$ cat src/rtl/uart_tx_pkg.sv
// Shared types and line-level constants for the buffered UART transmitter.
package uart_tx_pkg;

  typedef enum logic [1:0] {
    IDLE,
    START,
    DATA,
    STOP
  } tx_state_t;

  localparam logic START_BIT  = 1'b0;
  localparam logic STOP_BIT   = 1'b1;
  localparam logic IDLE_LEVEL = 1'b1;
  localparam int   DATA_BITS  = 8;

endpackage

$ cat src/rtl/byte_fifo.sv
// Synchronous FIFO with registered occupancy; full/empty derive from level.
module byte_fifo #(
  parameter int DEPTH = 16,
  parameter int WIDTH = 8
) (
  input  logic                     clk,
  input  logic                     rstd,
  input  logic                     push,
  input  logic                     pop,
  input  logic [WIDTH-1:0]         wr_data,
  output logic [WIDTH-1:0]         rd_data,
  output logic                     full,
  output logic                     empty,
  output logic [$clog2(DEPTH):0]   level
);

  localparam int AW = $clog2(DEPTH);

  logic [WIDTH-1:0] mem [DEPTH];
  logic [AW-1:0]    wr_ptr;
  logic [AW-1:0]    rd_ptr;
  logic             do_push;
  logic             do_pop;

  // A push on a full FIFO is dropped even if a pop happens in the same cycle.
  assign do_push = push && !full;
  assign do_pop  = pop && !empty;

  assign full    = (level == (AW + 1)'(DEPTH));
  assign empty   = (level == '0);
  assign rd_data = mem[rd_ptr];

  // Storage write port.
  // NOTE: the data array is deliberately not reset; only pointers and level
  // carry meaning after reset, and a reset on the array would block RAM mapping.
  always_ff @(posedge clk) begin
    if (do_push) mem[wr_ptr] <= wr_data;
  end

  // Pointers wrap naturally because DEPTH is a power of two.
  always_ff @(posedge clk or negedge rstd) begin
    if (!rstd) begin
      wr_ptr <= '0;
      rd_ptr <= '0;
      level  <= '0;
    end else begin
      if (do_push) wr_ptr <= wr_ptr + AW'(1);
      if (do_pop)  rd_ptr <= rd_ptr + AW'(1);
      case ({do_push, do_pop})
        2'b10:   level <= level + 1'b1;
        2'b01:   level <= level - 1'b1;
        default: level <= level;
      endcase
    end
  end

endmodule

$ cat src/rtl/uart_tx_buffered.sv
// Buffered 8N1 UART transmitter: byte FIFO feeding a back-to-back serializer.
module uart_tx_buffered
  import uart_tx_pkg::*;
#(
  parameter int FIFO_DEPTH   = 16,
  parameter int CLKS_PER_BIT = 868
) (
  input  logic                          clk,
  input  logic                          rstd,
  input  logic                          wr_en,
  input  logic [7:0]                    wr_data,
  input  logic                          ovf_clr,
  output logic                          full,
  output logic                          empty,
  output logic [$clog2(FIFO_DEPTH):0]   level,
  output logic                          overflow,
  output logic                          busy,
  output logic                          uart_tx
);

  localparam int CW = (CLKS_PER_BIT > 1) ? $clog2(CLKS_PER_BIT) : 1;

  tx_state_t  state, state_d;
  logic [CW-1:0] baud_cnt, baud_d;
  logic [2:0]    bit_idx, bit_d;
  logic [7:0]    shift_reg, shift_d;
  logic          tx_d;
  logic          pop;
  logic          baud_wrap;
  logic [7:0]    head;

  byte_fifo #(
    .DEPTH (FIFO_DEPTH),
    .WIDTH (8)
  ) u_fifo (
    .clk     (clk),
    .rstd    (rstd),
    .push    (wr_en),
    .pop     (pop),
    .wr_data (wr_data),
    .rd_data (head),
    .full    (full),
    .empty   (empty),
    .level   (level)
  );

  assign busy      = (state != IDLE);
  assign baud_wrap = (baud_cnt == CW'(CLKS_PER_BIT - 1));

  // Sticky drop flag; a drop in the same cycle as a clear keeps it set.
  always_ff @(posedge clk or negedge rstd) begin
    if (!rstd)                overflow <= 1'b0;
    else if (wr_en && full)   overflow <= 1'b1;
    else if (ovf_clr)         overflow <= 1'b0;
  end

  // Next-state, counters and next line level for the serializer.
  always_comb begin
    // NOTE: every output of this block gets a default first so no path can
    // leave one unassigned and infer a latch.
    state_d = state;
    baud_d  = baud_cnt;
    bit_d   = bit_idx;
    shift_d = shift_reg;
    pop     = 1'b0;
    case (state)
      IDLE: begin
        if (!empty) begin
          pop     = 1'b1;
          shift_d = head;
          baud_d  = '0;
          state_d = START;
        end
      end
      START: begin
        if (baud_wrap) begin
          baud_d  = '0;
          bit_d   = '0;
          state_d = DATA;
        end else begin
          baud_d = baud_cnt + CW'(1);
        end
      end
      DATA: begin
        if (baud_wrap) begin
          baud_d  = '0;
          shift_d = shift_reg >> 1;
          if (bit_idx == 3'(DATA_BITS - 1)) state_d = STOP;
          else                              bit_d   = bit_idx + 3'd1;
        end else begin
          baud_d = baud_cnt + CW'(1);
        end
      end
      STOP: begin
        if (baud_wrap) begin
          baud_d = '0;
          if (!empty) begin
            // Chain straight into the next frame with no idle gap.
            pop     = 1'b1;
            shift_d = head;
            state_d = START;
          end else begin
            state_d = IDLE;
          end
        end else begin
          baud_d = baud_cnt + CW'(1);
        end
      end
      default: state_d = IDLE;
    endcase

    // The line is registered, so its next value follows the next state.
    case (state_d)
      START:   tx_d = START_BIT;
      DATA:    tx_d = shift_d[0];
      STOP:    tx_d = STOP_BIT;
      default: tx_d = IDLE_LEVEL;
    endcase
  end

  // Serializer state register; reset forces the line idle-high at once.
  // NOTE: non-blocking assignments here so every register samples the
  // pre-edge values computed above, independent of statement order.
  always_ff @(posedge clk or negedge rstd) begin
    if (!rstd) begin
      state     <= IDLE;
      baud_cnt  <= '0;
      bit_idx   <= '0;
      shift_reg <= '0;
      uart_tx   <= IDLE_LEVEL;
    end else begin
      state     <= state_d;
      baud_cnt  <= baud_d;
      bit_idx   <= bit_d;
      shift_reg <= shift_d;
      uart_tx   <= tx_d;
    end
  end

endmodule

$ cat config.mk
export PLATFORM = sky130hd
export DESIGN_NAME = uart_tx_buffered
export DESIGN_NICKNAME = d
export VERILOG_FILES = /design/src/rtl/uart_tx_pkg.sv /design/src/rtl/byte_fifo.sv /design/src/rtl/uart_tx_buffered.sv
export SDC_FILE = /design/constraint.sdc
export NUM_CORES = 1
export LEC_CHECK = 0
export BUFFER_PORTS_ARGS = -buffer_cell sky130_fd_sc_hd__buf_4
export CAP_MARGIN = 30
export CORE_MARGIN = 2
export CORE_UTILIZATION = 40
export DETAILED_ROUTE_END_ITERATION = 7
export GPL_ROUTABILITY_DRIVEN = 0
export PLACE_DENSITY_LB_ADDON = 0.08
export SLEW_MARGIN = 10
export SYNTH_ARGS = -nofsm -noshare
export SYNTH_HDL_FRONTEND = slang
export SYNTH_SLANG_ARGS = --single-unit
$ cat constraint.sdc
create_clock -name clk -period 4.49 [get_ports clk]
set_clock_uncertainty 0.15 [all_clocks]
set_input_delay 0.6735 -clock clk [delete_from_list [all_inputs] [get_ports clk]]
set_output_delay 0.6735 -clock clk [all_outputs]
set_load 0.005 [all_outputs]
Word level (Yosys, flattened, before mapping)
Memories as Yosys holds them, arrays and structs flattened.
Index checks and enable logic that the tools add are counted.
{ "word_totals": {"reg_bits": 38, "ramBits": 128, "inputBits": 12, "output_inout_bits": 10, "elab_cells": 74, "memories": 1} }
{ "memory_table": {"columns": ["name", "words", "width", "read_ports", "rd_ports_with_merged_regs", "write_ports", "line_no", "text"], "rows": [
  ["u_fifo.mem", 16, 8, 1, 0, 1, "byte_fifo.sv:19", "logic [WIDTH-1:0] mem [DEPTH];"]
]} }
{ "classes": {"add_sub_neg": 6, "eq_ne": 15, "mux": 27, "reduce_logical": 15} }
{ "op_table": {"columns": ["op", "n"], "rows": [
  ["two-way mux 8 bit", 3],
  ["case mux 8 bit (3 select lines)", 1],
  ["two-way mux 10 bit", 2],
  ["case mux 10 bit (2 select lines)", 1],
  ["adder 10 x 1 -> 10 bit (second input constant)", 1],
  ["equality test 10 bit (second input constant)", 1],
  ["two-way mux 2 bit", 5],
  ["inequality test 2 bit (second input constant)", 5],
  ["case mux 5 bit (2 select lines)", 1],
  ["two-way mux 3 bit", 3],
  ["adder 4 x 1 -> 4 bit (second input constant)", 2],
  ["equality test 2 bit (second input constant)", 4],
  ["case mux 2 bit (4 select lines)", 1],
  ["nonzero test 2 bit", 4],
  ["two-way mux 1 bit", 7],
  ["equality test 2 x 1 -> 1 bit (second input constant)", 3],
  ["case mux 3 bit (2 select lines)", 1],
  ["adder 5 x 1 -> 5 bit (second input constant)", 1],
  ["equality test 5 bit (second input constant)", 1],
  ["logical NOT 5 bit", 1],
  ["subtractor 5 x 1 -> 5 bit (second input constant)", 1],
  ["case mux 1 bit (2 select lines)", 2],
  ["AND reduction 4 bit", 1],
  ["adder 3 x 1 -> 3 bit (second input constant)", 1],
  ["7 further kinds", 10]
]} }

Logic depth before layout (Yosys ltp)
Gate-level depths: netlist (run 1).
{ "logic_depth": {"depth_word": 7, "depth_mapped": 13, "ltp_nobuf": 12} }

By module
A second synthesis (run 1) with hierarchy kept.
{ "unflattened": {"cells_unflattened": 486, "hier_area_um2": 7312.0} }
{ "by_module_without_submodules": {"columns": ["mod", "n_inst", "cells_each", "area_each_um2", "seq_area_each_um2"], "rows": [
  ["byte_fifo", 1, 332, 5779.3, 4169.0],
  ["uart_tx_buffered", 1, 154, 1532.7, 626.9]
]} }

Worst setup path before layout (run 1)
No wires, ideal clock.
{ "synth_timing": {"path_kind": "flip-flop to flip-flop", "start": "register baud_cnt[0]", "end": "register u_fifo.level[4]", "setup_time_ns": 0.080, "arrival_time_ns": 2.843, "required_ns": 4.260, "slack_ns": 1.416, "stages_incl_launch_ff": 13, "path_buffers": 0, "period_less_slack_ns": 3.074, "path_cell_list": "dfrtp_1 > ha_1 > nor4b_4 > a41oi_2 > nor3_2 > ha_1 > inv_1 > fa_1 > nor2b_1 > o21ai_0 > and3_1 > nor3_1 > xor2_1"} }
{ "synth_between": {"elab_chain_len": 6, "elab_cells_between_ends": 8, "classes_between": "eq/ne: 3; mux: 3; reduce/logical: 2"} }
{ "synth_rtl": {"columns": ["item", "line_no", "text"], "rows": [
  ["start, declared", "uart_tx_buffered.sv:24", "logic [CW-1:0] baud_cnt, baud_d;"],
  ["start signal, assigned", "uart_tx_buffered.sv:133", "baud_cnt <= baud_d;"],
  ["equality test 10 bit *", "uart_tx_buffered.sv:48", "assign baud_wrap = (baud_cnt == CW'(CLKS_PER_BIT - 1));"],
  ["two-way mux 1 bit *", "uart_tx_buffered.sv:95", "if (baud_wrap) begin"],
  ["case mux 1 bit (2 select lines) *", "uart_tx_buffered.sv:66", "case (state)"],
  ["logical AND 1 bit *", "byte_fifo.sv:27", "assign do_pop = pop && !empty;"],
  ["via u_fifo.do_pop", "byte_fifo.sv:23", "logic do_pop;"],
  ["equality test 2 x 1 -> 1 bit / equality test 2 bit (equally long branches)", "byte_fifo.sv:49", "case ({do_push, do_pop})"],
  ["case mux 5 bit (2 select lines) / nonzero test 2 bit (equally long branches)", null, null],
  ["end signal, assigned", "byte_fifo.sv:50", "2'b10: level <= level + 1'b1;"],
  ["end signal, assigned", "byte_fifo.sv:51", "2'b01: level <= level - 1'b1;"],
  ["end signal, assigned", "byte_fifo.sv:52", "default: level <= level;"],
  ["end, declared", "byte_fifo.sv:14", "output logic [$clog2(DEPTH):0] level"]
]} }
Mark *: on every way through the listed nets, which the timed path passes. The rest lies on a longest branch.
A chain may end at the register's enable or synchronous reset.

Worst setup path after layout (run 1)
Same ends and word-level chain as after synthesis.

==> results of run 1 <==
[cells by family (layout without fill, tap and decap cells)]
group / count (synthesis) / count (layout) / synth area share [%]
xor gates and xnor gates: 11 / 11 / 1.33
buffers and inverters: 32 / 72 / 1.89
AOI/OAI and AO/OA: 61 / 61 / 6.90
muxes: 51 / 51 / 12.9
and+or+nand+nor: 99 / 99 / 7.33
adders and majority gates: 18 / 18 / 3.22
DFF: 166 / 166 / 66.4
[routing by layer]
layer	GRT usage [%]	up-vias
met4	4.51	0
met1	21.1	1972
met5	0	-
met2	25.6	38
met3	3.95	14
li1	-	1765
[power by group]
group	switching (mW)	internal [mW]	total, mW
sequential	0.101	1.82	1.92
combinational	0.237	0.165	0.402
clock	0.603	0.914	1.52
[cells in the final DEF, fill, tap and decap left out, types with 5 or more instances in the layout]
cell type and n:
inv_1 13, buf_4 27, o211ai_1 6, nor3_1 5
mux2_2 6, o21ai_0 7, a22oi_1 6, nand2_1 32
clkbuf_16 17, mux2i_1 11, nor2_1 23, a22o_1 6
ha_1 17, dfrtp_1 36, nor3_2 7, edfxtp_1 128
mux4_2 33, o21ai_1 10, xnor2_1 7, and3_1 6
[synthesized netlist by cell type, drive strengths merged (4+ instances only)]
library cell,number
nand3,5
nand2b,4
o211ai,6
buf,8
xor2,4
ha,17
o21ai,17
nor3,13
nor2,24
inv,13
mux2,7
clkbuf,11
nand2,32
and3,6
a22o,6
a22oi,6
xnor2,7
mux2i,11
dfrtp,37
mux4,33
edfxtp,128
[worst max path at each step]
stage / start / to / slack, ns / cells past startpoint
5_1_grt: baud_cnt[0] / u_fifo.level[4] / 0.73 / 12
3_5_place_dp: baud_cnt[0] / u_fifo.level[4] / 1.03 / 12
4_1_cts: baud_cnt[0] / u_fifo.level[4] / 1.01 / 12
3_3_place_gp: baud_cnt[0] / u_fifo.level[4] / 1.14 / 12
6_report: baud_cnt[0] / u_fifo.level[4] / 1.02 / 12
2_1_floorplan: baud_cnt[0] / u_fifo.level[4] / 1.42 / 12
[per-stage QoR]
step,power [mW],std cells,hold WS (ns),util [%]
global route,3.99,707,0.110,46.3
detailed placement,2.36,672,0.341,42.7
global placement,2.34,672,0.337,42.7
floorplan,2.18,438,0.228,-
finish,3.84,707,0.0816,46.3
CTS,3.88,704,0.0837,46.1
[final cells by class]
cell class	count	area [um2]
fill	1552	9590
sequential	166	4800
multi-input combinational	240	2310
clock buffer	23	468
tap	229	287
timing repair buffer	27	203
clock inverter	9	143
inverter	13	48.8
==> flow_summary.ini, run 1 <==
[setup_path]
critPathTopFamily = simple AND/OR/NAND/NOR gates
path_buf_inv = 1
slowest_stage = fa_1
r2r_start = baud_cnt[0]
rrSetupSlack_ns = 1.02
critPathMaxStageDelay_ns = 0.41
crit_chain = ha_1, nor4b_4, a41oi_2, nor3_2, ha_1, inv_1, fa_1, nor2b_1, o21ai_0, and3_1, nor3_1, xor2_1
r2r-end = u_fifo.level[4]
startpoint_type = register
cp-end-kind = register
crit_required_ns = 4.68
reg2reg_depth = 12
crit_fanout = 5
crit_top_cell = ha_1
worstSetupPathType = register to register
arrival_ns = 3.66

[cts]
cts_tree = yes
cts_max_level = 4
cts_buffers = 17
root_buffer = clkbuf_16
holdBufCountCts = 0
clock_latency_ns = 0.42
clk_path_buf_depth = 2
cts_setup_buffers = 0
clkTransAtPathRegs_ns = 0.07
cts.sinks = 166
post_cts_resized = 0

[timing]
finalSetupTns_ns = 0
setup_ws_ns = 1.02
finalSetupViolations = 0
drv_slew = 0
fin_crit_ns = 3.47
min_period_over_period_pct = 77.3
hold_viol_final = 0
rsz0062_at_grt = false
worst_slew_pin_slew_ns = 0.945
clock.fmax_mhz = 288
slew_headroom_pct = 36.7

[floorplanning]
fp.dieH_um = 138
core_area_um2 = 17800
die_w_um = 138
io_pins = 22
initial_core_util_pct = 40.5
floorplan.rows = 49
die_area_um2 = 19100

[synthesis]
synthesis.area_um2 = 7220
synth_top_area_cell = edfxtp_1
syn_avg_cell_area_um2 = 16.5
synth.area.top_cells = edfxtp_1, dfrtp_1, mux4_2, ha_1, nand2_1
synth-seq-area-share_pct = 66.4
async_flop_share_pct = 22.9
synth_edf_count = 128
synthFlopType = edfxtp_1
yosysWarnings = 0
ys_types = 64
synth-seq-cells = 166
synth_top_area_share_pct = 53.2
syn_inst = 438
syn-num-nets = 468

[global_routing]
grt_pass1_wl_um = 22700
grtUsageTotal_pct = 15.7
grt_antenna_before_repair = 0
grt_overflow = 0
first_global_vias = 3965
grt_max_degree = 39

[place]
dp_slack_ns = 1.03
dp_hpwl_um = 9410
placed_area_um2 = 7620
io_buffer_count = 21

[power_and_ir_drop]
power_density_nw_per_um2 = 465
irDropWorstVdd_uv = 237
total_leakage_power_nw = 2.88

[routing]
drc = 0
drtIter0Drc = 199
wirelength_met1_um = 6650
wirelength_um = 14200
antenna_left = 0
routed-wl-met3_um = 292
wl_per_cell_um = 20.1
top_layer = met4
met2_length_um = 7140
drt-vias-per-instance = 5.36
first_pass_iters = 5
vias = 3789

[hold_path]
hold_path.class = primary input to async pin

[cells_and_area]
final_nets = 495
diodes = 0
layout-drive-gt1-share_pct = 24.3
area_growth_pct = 14.3
largest_reg_flops = 128
final_area_um2 = 8250

[run_status]
status = finished clean

[job]
maxCapViolCount = 0
Note: power is estimated with default switching activity, not from simulation.
==> run 2, diff against run 1 <==
Clock period 4.49 ns to 3.4 ns, I/O delays scaled along.
==> run 2 against run 1 <==
  * Cell count up 2.8%
  * Critical path type unchanged
  * Clock power up 22%
  * Setup slack worse by 0.75 ns
  * Via count up 2.5%
==> flow_summary.ini, run 2 (synthesis results as in run 1) <==
[place]
io_buffer_count = 21
dp_hpwl_um = 9530
placed_area_um2 = 7750

[cells_and_area]
area_growth_pct = 15.8
layout_commonest_cell = edfxtp_1
layout_common_cells = edfxtp_1, buf_4, dfrtp_1
final_area_um2 = 8360
largest_reg_flops = 128
post-route-util_pct = 46.9
diodes = 0
layout-drive-gt1-share_pct = 27.3
final_nets = 515

[routing]
wirelength_um = 14100
antenna_left = 0
met2_length_um = 6930
wirelength_met1_um = 6630
drt-vias-per-instance = 5.34
routed-wl-met3_um = 343
first_pass_iters = 4
vias = 3883
drtIter0Drc = 273
wl_per_cell_um = 19.4
drc = 0
top_layer = met4

[timing]
drv_slew = 0
fin_crit_ns = 3.13
min_period_over_period_pct = 92.1
slew_headroom_pct = 59.8
worst_slew_pin_slew_ns = 0.599
hold_viol_final = 0
clock.fmax_mhz = 320
finalSetupTns_ns = 0
finalSetupViolations = 0

[setup_path]
crit_fanout = 5
crit_required_ns = 3.59
reg2reg_depth = 12
cp-end-kind = register
rrSetupSlack_ns = 0.27
crit_chain = ha_2, nor4b_4, a41oi_2, nor3_2, ha_2, inv_1, fa_1, nor2b_1, o21ai_0, and3_1, nor3_2, xor2_1
r2r_start = baud_cnt[1]
slowest_stage = fa_1
startpoint_type = register
worstSetupPathType = register to register
arrival_ns = 3.32
r2r-end = u_fifo.level[4]
critPathMaxStageDelay_ns = 0.41

[cts]
clock_latency_ns = 0.42
clkTransAtPathRegs_ns = 0.07
cts_max_level = 4
cts_buffers = 17
root_buffer = clkbuf_16
cts_tree = yes
clk_path_buf_depth = 2
cts.sinks = 166

[global_routing]
grt_pass1_wl_um = 22700
grt_overflow = 0
grtUsageTotal_pct = 15.5
grt_antenna_before_repair = 0
first_global_vias = 3979
grt_max_degree = 39

[floorplanning]
die_area_um2 = 19100
fp.dieH_um = 138
io_pins = 22
initial_core_util_pct = 40.5
core_area_um2 = 17800
floorplan.rows = 49
die_w_um = 138

[job]
maxCapViolCount = 0

[run_status]
status = finished clean

[hold_path]
hold_start = wr_en
hold_path.class = primary input to register
whs_path_depth = 2
whs_endpoint = overflow

[power_and_ir_drop]
p_sw_share_pct = 25.8
power_density_nw_per_um2 = 591
power_frac_comb_pct = 11.3
total_leakage_power_nw = 2.98
p_seq_share_pct = 51.0
internal_power_mw = 3.67
switching_power_mw = 1.27
irDropWorstVdd_uv = 318
clockPowerShare_pct = 37.6
[run 2: cell count changes in the layout (fill, tap and decap cells not counted), sizes merged]
cell	before	now
buf	27	46
clkbuf	23	17
inv	16	22
clkinv	1	5
bufinv	3	1
clkinvlp	2	0
dlygate4sd3	0	1
[run 2: repair_timing]
item	CTS	global route
gates resized for setup	0	3
hold buffers	1	0
endpoints found under the setup margin	0	1
setup buffers	0	4
hold endpoints to repair	37	0
[run 2: per-layer routing]
layer | global-route usage [%] | vias up
met2 | 24.8 | 56
met1 | 21.5 | 2004
met4 | 5.16 | 0
li1 | - | 1811
met5 | 0 | -
met3 | 3.15 | 12
[run 2: how the worst max path moves through the flow]
stage                      from  cells past startpoint               to  slack (ns)
finish              baud_cnt[1]                     12  u_fifo.level[4]        0.27
floorplan           baud_cnt[0]                     12  u_fifo.level[4]        0.33
CTS                 baud_cnt[0]                     12  u_fifo.level[4]        0.23
global route        baud_cnt[0]                     12  u_fifo.level[4]       -0.02
detailed placement  baud_cnt[0]                     12  u_fifo.level[4]        0.25
global placement    baud_cnt[0]                     12  u_fifo.level[4]        0.36
[run 2: stage by stage]
stage / setup slack, ns / total power [mW] / std cells / hold slack (ns)
finish: 0.270 / 4.94 / 727 / 0.169
global route: -0.0168 / 5.16 / 727 / 0.170
CTS: 0.234 / 5.00 / 723 / 0.154
detailed placement: 0.253 / 3.13 / 690 / 0.339
global placement: 0.363 / 3.11 / 690 / 0.339
floorplan: 0.326 / 2.88 / 438 / 0.0644
[run 2: power groups by stage]
| stage | registers (mW) | clock network (mW) | logic [mW] |
|---|---|---|---|
| CTS | 2.52 | 1.90 | 0.572 |
| detailed placement | 2.57 | 0 | 0.569 |
| floorplan | 2.50 | 0 | 0.372 |
| global route | 2.55 | 1.99 | 0.633 |
| finish | 2.52 | 1.86 | 0.560 |
| global placement | 2.55 | 0 | 0.560 |
[run 2: area by class of cell]
type / count / area (um2)
timing repair buffer: 47 / 368
tap: 229 / 287
clock inverter: 15 / 139
clock buffer: 17 / 425
multi-input combinational: 240 / 2300
inverter: 13 / 48.8
sequential: 166 / 4800
fill: 1531 / 9480
[run 2: worst max-delay path: cells and delay by family (launching register included)]
family | cells | cell delay (ns)
AO/OA/AOI/OAI | 2 | 0.29
adder cells (fa/ha/maj) | 3 | 0.91
AND/OR/NAND/NOR | 5 | 1.08
buffers and inverters | 1 | 0.08
XOR/XNOR | 1 | 0.15
flip-flops | 1 | 0.39
==> run 3, diff against run 2 <==
Settings changed: BUFFER_PORTS_ARGS -buffer_cell sky130_fd_sc_hd__buf_4 to -buffer_cell sky130_fd_sc_hd__buf_2.
==> run 3 against run 2 <==
  * Worst hold slack improved by 0.0032 ns
  * Utilization about the same
  * Global-route usage increased by 0.13 points
  * Critical path type unchanged
  * First-iteration DRC count decreased by 7.7%
  * Critical endpoint unchanged
==> flow_summary.ini, run 3 (synthesis results as in run 1) <==
[timing]
min_period_over_period_pct = 91.9
clock.fmax_mhz = 320
finalSetupTns_ns = 0
finalSetupViolations = 0
slew_headroom_pct = 57.8
drv_slew = 0
rsz0062_at_grt = false
hold_viol_final = 0
fin_crit_ns = 3.12
worst_slew_pin_slew_ns = 0.632

[power_and_ir_drop]
p_seq_share_pct = 49.6
irDropWorstVdd_uv = 417
power_density_nw_per_um2 = 603
total_leakage_power_nw = 2.99
p_sw_share_pct = 25.7
power_frac_comb_pct = 11.3
switching_power_mw = 1.30
clockPowerShare_pct = 39.1
internal_power_mw = 3.75

[setup_path]
worstSetupPathType = register to register
arrival_ns = 3.32
cp-end-kind = register
crit_fanout = 5
startpoint_type = register
rrSetupSlack_ns = 0.28
crit_required_ns = 3.60

[routing]
antenna_left = 0
wirelength_um = 14200
drc = 0
first_pass_iters = 4
vias = 3842
drtIter0Drc = 252
drt-vias-per-instance = 5.28
wl_per_cell_um = 19.4

[cells_and_area]
final_nets = 516
largest_reg_flops = 128
area_growth_pct = 15.9
diodes = 0
layout-drive-gt1-share_pct = 27.5
layout_commonest_cell = edfxtp_1
final_area_um2 = 8370
layout_common_cells = edfxtp_1, dfrtp_1, mux4_2

[run_status]
status = finished clean

[place]
io_buffer_count = 21
dp_hpwl_um = 9670
placed_area_um2 = 7720

[global_routing]
grt_pass1_wl_um = 22600
grt_antenna_before_repair = 0
first_global_vias = 3928
grt_overflow = 0
grtUsageTotal_pct = 15.6
grt_max_degree = 39

[floorplanning]
core_area_um2 = 17800
fp.dieH_um = 138
die_area_um2 = 19100
die_w_um = 138
floorplan.rows = 49
initial_core_util_pct = 40.5
io_pins = 22

[cts]
cts_buffers = 17
cts_max_level = 4
clock_latency_ns = 0.42
cts_tree = yes
clkTransAtPathRegs_ns = 0.07
cts.sinks = 166
root_buffer = clkbuf_16
clk_path_buf_depth = 2

[job]
maxCapViolCount = 0

[hold_path]
hold_path.class = primary input to register
==> run 3: cell types whose count changed in the layout (fill, tap and decap cells not counted), sizes merged <==
cell	delta
buf	+1
bufinv	+1
clkinv	-1
clkinvlp	+1
inv	-1
==> run 3: what timing repair did <==
action / CTS / global route
endpoints found under the setup margin: 0 / 1
hold buffers: 0 / 1
gates resized for setup: 0 / 1
endpoints found under the hold margin: 0 / 6
buffers inserted: 0 / 1
==> run 3: worst max-delay path, cell delays in order, from the launching register on <==
cell and delay (ns):
dfrtp_1 0.40, ha_1 0.25, nor4b_4 0.33, a41oi_2 0.18, nor3_2 0.21, ha_2 0.26
inv_1 0.08, fa_1 0.42, nor2b_1 0.14, o21ai_0 0.11, and3_1 0.20, nor3_1 0.17
xor2_1 0.16
==> run 3: path summary, 6_finish.rpt <==
path                                    endpoint  cells after the start    startpoint
max in group asynchronous       u_fifo.rd_ptr[0]                      3          rstd
worst min register to register      shift_reg[1]                      2  shift_reg[1]
min in group asynchronous            baud_cnt[7]                      2          rstd
worst max-delay path             u_fifo.level[4]                     12   baud_cnt[0]
worst max register to register   u_fifo.level[4]                     12   baud_cnt[0]
worst min-delay path                    overflow                      2         wr_en
==> run 3: stage by stage <==
step	worst slack (ns)	utilization, %	cells	hold slack [ns]	total power [mW]
floorplan	0.326	-	438	0.0644	2.88
global placement	0.368	43.3	693	0.335	3.10
detailed placement	0.178	43.3	693	0.341	3.12
CTS	0.159	46.7	725	0.0964	5.11
global route	0.0140	46.9	728	0.148	5.27
finish	0.276	46.9	728	0.172	5.05
==> run 3: layer usage <==
metal  GRT usage [%]  share of wire (%)  up-vias
met5               0                  0        -
met4            4.46                1.1        0
met3            3.95                2.5        9
met2            25.1                 49       41
met1            21.3                 48     1980
li1                -                  -     1812
==> run 3: final cells by class <==
| type | count | area [um2] |
|---|---|---|
| clock buffers | 17 | 425 |
| clock inverters | 15 | 186 |
| fillers | 1510 | 9470 |
| inverters | 13 | 48.8 |
| multi-input cells | 240 | 2290 |
| flip-flops and latches | 166 | 4800 |
| well taps | 229 | 287 |
| repair buffers | 48 | 335 |
==> run 3: power by group through the flow <==
stage	sequential (mW)	clock, mW	combinational [mW]
after floorplan	2.50	0	0.372
after global placement	2.54	0	0.559
after detailed placement	2.55	0	0.578
after CTS	2.50	2.03	0.581
after global routing	2.52	2.12	0.634
final	2.50	1.97	0.569
